## src/rtl/aes_pkg.sv

```systemverilog
// Shared types and constants for the AES round datapath helpers.
// Byte type, default reduction polynomial and GF multiplier FSM states.
package aes_pkg;

  typedef logic [7:0] byte_t;

  localparam byte_t AES_POLY = 8'h1B;

  typedef enum logic [1:0] {
    IDLE = 2'd0,
    BUSY = 2'd1,
    DONE = 2'd2
  } gf_state_t;

  // Number of BUSY cycles needed to consume an 8-bit coefficient.
  function automatic int gf_steps(input int bits_per_cycle);
    return 8 / bits_per_cycle;
  endfunction

endpackage

```

## src/rtl/gf_mult_iter_if.sv

```systemverilog
// Operand/product handshake bundle between the round state and the mix network.
// The multiplier is the slave; the round-state side is the master.
interface gf_mult_iter_if #(
  parameter int LANES = 4
);

  logic                 in_valid;
  logic                 in_ready;
  logic [8*LANES-1:0]   operand;
  logic [8*LANES-1:0]   coeff;
  logic                 out_valid;
  logic                 out_ready;
  logic [8*LANES-1:0]   product;

  modport master (
    output in_valid, operand, coeff, out_ready,
    input  in_ready, out_valid, product
  );

  modport slave (
    input  in_valid, operand, coeff, out_ready,
    output in_ready, out_valid, product
  );

endinterface

```

## src/rtl/gf_mult_iter_step.sv

```systemverilog
// One shift-and-add step of an LSB-first GF(2^8) multiply.
// Purely combinational; chained BITS_PER_CYCLE deep per lane by the top.
module gf_mult_step
  import aes_pkg::*;
#(
  parameter byte_t POLY = AES_POLY
) (
  input  byte_t a,
  input  byte_t b,
  input  byte_t acc,
  output byte_t a_nxt,
  output byte_t b_nxt,
  output byte_t acc_nxt
);

  assign acc_nxt = acc ^ (b[0] ? a : 8'h00);
  assign a_nxt   = {a[6:0], 1'b0} ^ (a[7] ? POLY : 8'h00);
  assign b_nxt   = {1'b0, b[7:1]};

endmodule

```

## src/rtl/gf_mult_iter.sv

```systemverilog
// Iterative multi-lane GF(2^8) multiplier, arbitrary coefficient per lane.
// Lanes run lock-step under one FSM; BITS_PER_CYCLE steps are unrolled per cycle.
//
//   state | meaning
//   IDLE  | in_ready high, waiting for an operand set
//   BUSY  | shifting coefficient bits through the step chain
//   DONE  | product held with out_valid until out_ready
module gf_mult_iter
  import aes_pkg::*;
#(
  parameter int    LANES          = 4,
  parameter int    BITS_PER_CYCLE = 1,
  parameter byte_t POLY           = AES_POLY
) (
  input  logic          clk,
  input  logic          n_rst,
  gf_mult_iter_if.slave bus
);

  localparam int N  = gf_steps(BITS_PER_CYCLE);
  localparam int CW = (N > 1) ? $clog2(N) : 1;
  localparam logic [CW-1:0] CNT_LAST = CW'(N - 1);

  gf_state_t state_q, state_d;
  logic      load, step, finish;

  logic [CW-1:0]         cnt_q;
  byte_t [LANES-1:0]     a_q, b_q, acc_q, prod_q;
  byte_t [LANES-1:0]     a_nx, b_nx, acc_nx;

  always_ff @(posedge clk) begin
    if (!n_rst) state_q <= IDLE;
    else        state_q <= state_d;
  end

  always_comb begin
    state_d = state_q;
    load    = 1'b0;
    step    = 1'b0;
    finish  = 1'b0;
    case (state_q)
      IDLE: begin
        if (bus.in_valid) begin
          load    = 1'b1;
          state_d = BUSY;
        end
      end
      BUSY: begin
        step = 1'b1;
        if (cnt_q == CNT_LAST) begin
          finish  = 1'b1;
          state_d = DONE;
        end
      end
      DONE: begin
        if (bus.out_ready) state_d = IDLE;
      end
      default: state_d = IDLE;
    endcase
  end

  assign bus.in_ready  = (state_q == IDLE);
  assign bus.out_valid = (state_q == DONE);
  assign bus.product   = prod_q;

  for (genvar l = 0; l < LANES; l++) begin : g_lane
    byte_t a_ch   [BITS_PER_CYCLE+1];
    byte_t b_ch   [BITS_PER_CYCLE+1];
    byte_t acc_ch [BITS_PER_CYCLE+1];

    assign a_ch[0]   = a_q[l];
    assign b_ch[0]   = b_q[l];
    assign acc_ch[0] = acc_q[l];

    for (genvar s = 0; s < BITS_PER_CYCLE; s++) begin : g_step
      gf_mult_step #(
        .POLY (POLY)
      ) u_step (
        .a       (a_ch[s]),
        .b       (b_ch[s]),
        .acc     (acc_ch[s]),
        .a_nxt   (a_ch[s+1]),
        .b_nxt   (b_ch[s+1]),
        .acc_nxt (acc_ch[s+1])
      );
    end

    assign a_nx[l]   = a_ch[BITS_PER_CYCLE];
    assign b_nx[l]   = b_ch[BITS_PER_CYCLE];
    assign acc_nx[l] = acc_ch[BITS_PER_CYCLE];
  end

  // Counter is cleared on every accept, so it never needs to wrap.
  always_ff @(posedge clk) begin
    if (!n_rst) begin
      a_q    <= '0;
      b_q    <= '0;
      acc_q  <= '0;
      prod_q <= '0;
      cnt_q  <= '0;
    end else if (load) begin
      a_q   <= bus.operand;
      b_q   <= bus.coeff;
      acc_q <= '0;
      cnt_q <= '0;
    end else if (step) begin
      a_q   <= a_nx;
      b_q   <= b_nx;
      acc_q <= acc_nx;
      if (finish) prod_q <= acc_nx;
      else        cnt_q  <= cnt_q + 1'b1;
    end
  end

endmodule

```

## src/flat_wrapper.sv

```systemverilog
// flat-port wrapper written by rule: the top's interface ports become plain ports
module gf_mult_iter_flat import aes_pkg::*;
#(
  parameter int    LANES          = 4,
  parameter int    BITS_PER_CYCLE = 1,
  parameter byte_t POLY           = AES_POLY
)
  (clk, n_rst, bus_in_valid, bus_operand, bus_coeff, bus_out_ready, bus_in_ready, bus_out_valid, bus_product);
  gf_mult_iter_if #(.LANES(LANES)) bus_i ();
  input  logic clk;
  input  logic n_rst;
  input wire logic [$bits(bus_i.in_valid)-1:0] bus_in_valid;
  input wire logic [$bits(bus_i.operand)-1:0] bus_operand;
  input wire logic [$bits(bus_i.coeff)-1:0] bus_coeff;
  input wire logic [$bits(bus_i.out_ready)-1:0] bus_out_ready;
  output wire logic [$bits(bus_i.in_ready)-1:0] bus_in_ready;
  output wire logic [$bits(bus_i.out_valid)-1:0] bus_out_valid;
  output wire logic [$bits(bus_i.product)-1:0] bus_product;
  assign bus_i.in_valid = bus_in_valid;
  assign bus_i.operand = bus_operand;
  assign bus_i.coeff = bus_coeff;
  assign bus_i.out_ready = bus_out_ready;
  assign bus_in_ready = bus_i.in_ready;
  assign bus_out_valid = bus_i.out_valid;
  assign bus_product = bus_i.product;
  gf_mult_iter #(.LANES(LANES), .BITS_PER_CYCLE(BITS_PER_CYCLE), .POLY(POLY)) u_core (.clk(clk), .n_rst(n_rst), .bus(bus_i));
endmodule
```

## config.mk

```make
export PLATFORM = sky130hd
export DESIGN_NAME = gf_mult_iter_flat
export DESIGN_NICKNAME = d
export VERILOG_FILES = /design/src/rtl/aes_pkg.sv /design/src/rtl/gf_mult_iter_if.sv /design/src/rtl/gf_mult_iter_step.sv /design/src/rtl/gf_mult_iter.sv /design/src/flat_wrapper.sv
export SDC_FILE = /design/constraint.sdc
export NUM_CORES = 1
export LEC_CHECK = 0
export CORE_ASPECT_RATIO = 1.25
export CORE_MARGIN = 2
export CORE_UTILIZATION = 57
export CTS_BUF_LIST = sky130_fd_sc_hd__clkbuf_16
export CTS_CLUSTER_DIAMETER = 80
export DETAILED_ROUTE_END_ITERATION = 7
export MAX_ROUTING_LAYER = met4
export PLACE_DENSITY = 0.85
export SETUP_SLACK_MARGIN = 0.3
export SLEW_MARGIN = 20
export SYNTH_ARGS = -nofsm -noshare
export SYNTH_HDL_FRONTEND = slang
export SYNTH_SLANG_ARGS = --single-unit
```

## constraint.sdc

```tcl
create_clock -name clk -period 5.2 [get_ports clk]
set_clock_uncertainty 0.15 [all_clocks]
set_input_delay 1.04 -clock clk [delete_from_list [all_inputs] [get_ports clk]]
set_output_delay 1.04 -clock clk [all_outputs]
set_load 0.02 [all_outputs]
```

==> qor.yml <==
synth_fp_nets: 765
endpoint_kind: "output port"
status: "finished clean"
drive_gt1_share_pct: 7.282
vias: 5257
worstSkewPairLatency_ns: 0.42
ys_types: 29
start_util_pct: 57.72
clockBufferDepth: 2
ctsResizeCount: 0
p_switching_uw: 588.7
hold_path.class: "reg -> reg"
ys_seq_elements: 133
synthCells: 695
num_rows: 41
hpwl_mm: 8.740
dpl-instance-area_um2: 6710
dr.pass1.iters: 5
max_cap_violations: 0
setup_tns_ns: 0
cts_hold_buf: 0
clock-sinks: 133
pwr-share-comb_pct: 10.7
critical_path.max_fanout: 10
grt_use_total_pct: 26.49
slew_headroom_pct: 29.44
drc_errors: 0
h-tree-depth: 4
fin_crit_sh_pct: 55.24
worstSetupPathType: "reg -> out"
rsz0062_at_grt: "false"
grt_pass1_wl_mm: 22.11
antenna_found_initial: 0
min_period_ns: 2.872
first_global_vias: 4768
mostFrequentLayoutCells: "142 x a21oi_1, 133 x dfxtp_1, 100 x clkdlybuf4s50_1"
clkPwrFrac_pct: 43.0
core_um2: 10000
cts-root-buf: "clkbuf_16"
vias_per_cell: 5.854
p_seq_share_pct: 46.3
cp-start-kind: "register"
wl_per_cell_um: 15.34
mostFrequentLayoutCell: "a21oi_1"
grt_overflow: 0
fmax_ghz: 0.3481
syn2layout_area_growth_pct: 25.14
multi_input_area_um2: 2828
power_density_nw_per_um2: 334.0
drt_iter0_drc: 440
wl_mm: 13.78
crit_arrival_ns: 1.68
cellLeakagePower_nw: 2.636
post_cts_buffers: 0
ys_seq_area_share_pct: 46.11
finalHoldViolCount: 0
yosysWarningCount: 0
drtAntennaViolNets: 0
worstMarginPinSlew_ns: 1.054
dieArea_um2: 10960
register_area_um2: 2663
swShare_pct: 24.39
syn_area_per_cell_um2: 8.308
fp.dieW_um: 94.03
cts_buffers: 17
maxSlewViolCount: 0
ir_drop_uv: 262.3
cp_data_required_time_ns: 4.01
io_pins: 102
finalInstanceArea_um2: 7226
path_clk_slew_ns: 0.05
place_congestion: 0.7925
setup_violations: 0
fillers: 754
synth.cell_area_um2: 5774
antenna_cells: 0
grt_max_degree: 66
die_height_um: 116.5
tritoncts: "yes"
fin_nets: 828
port_buffers: 101
internal_power_mw: 1.824
[sequential cells by signal, indices dropped and copies added (netlist names)]
| name | count |
|---|---|
| u_core.bus.product | 32 |
| u_core.cnt_q | 3 |
| u_core.a_q | 32 |
| u_core.state_q | 2 |
| u_core.acc_q | 32 |
| u_core.b_q | 32 |
[metrics by stage]
stage	util (%)	cells	hold slack (ns)	power, mW	setup WS [ns]
2_1_floorplan	-	695	0.2803	1.296	3.034
3_3_place_gp	67.08	867	0.2865	1.378	1.846
3_5_place_dp	67.08	867	0.2956	1.389	1.844
4_1_cts	72.12	897	0.3029	2.416	2.257
5_1_grt	72.23	898	0.3257	2.508	2.235
6_report	72.23	898	0.3034	2.413	2.328
[power groups by stage]
stage                     clock network [mW]  registers (mW)  logic (mW)
after floorplan                            0            1.11       0.183
after global placement                     0            1.13       0.244
after detailed placement                   0            1.14       0.253
after CTS                               1.04            1.12       0.257
after global routing                    1.10            1.12       0.285
final                                   1.04            1.12       0.258
[cell usage after synthesis (all sizes together)]
master,n,area (µm²)
a21oi,142,710.7
a22oi,4,30.03
and3b,1,8.760
buf,28,151.4
clkbuf,36,135.1
dfxtp,133,2663
ha,2,25.02
inv,2,7.510
mux2i,1,10.01
nand2,63,239.0
nand2b,1,8.760
nor2,33,123.9
nor2b,26,162.7
nor3b,4,40.03
o21a,1,7.510
o21ai,106,530.5
o21ba,1,10.01
o21bai,1,7.510
o221a,20,225.2
o22ai,12,75.07
or3,32,200.2
or3b,1,8.760
xnor2,1,8.760
xor2,44,385.4
[final timing paths]
check / startpoint / end / slack [ns] / cells after the start
max: u_core.state_q[0] / bus_out_valid / 2.33 / 2
min: u_core.b_q[18] / u_core.b_q[17] / 0.30 / 2
max reg2reg: u_core.state_q[0] / u_core.acc_q[3] / 2.47 / 5
min reg2reg: u_core.b_q[18] / u_core.b_q[17] / 0.30 / 2
[worst max-delay path: stages, from the launching register on]
cell	delay [ns]
dfxtp_1	0.38
nor2b_1	0.24
clkdlybuf4s50_1	0.65
[logic make-up after synthesis]
family	count (synthesis)	share of synthesized area [%]
xor gates and xnor gates	45	6.826
DFF	133	46.11
adders and majority gates	2	0.4333
muxes	1	0.1734
and+or+nand+nor	161	13.72
AOI/OAI and AO/OA	287	27.65
buffers and inverters	66	5.092
[cell type report]
cell class,count,share of cell area (%)
Sequential cell,133,36.85
Multi-Input combinational cell,496,39.13
Clock inverter,13,1.091
Timing Repair Buffer,108,14.70
Inverter,2,0.1039
Clock buffer,17,5.887
Tap cell,129,2.234
[routing by layer]
metal	share of wire (%)	global-route usage, %
met4	1.9	9.565
met5	0	-
met1	42	31.82
met3	5.6	6.968
met2	51	43.00
(Power assumes the default switching activity.)
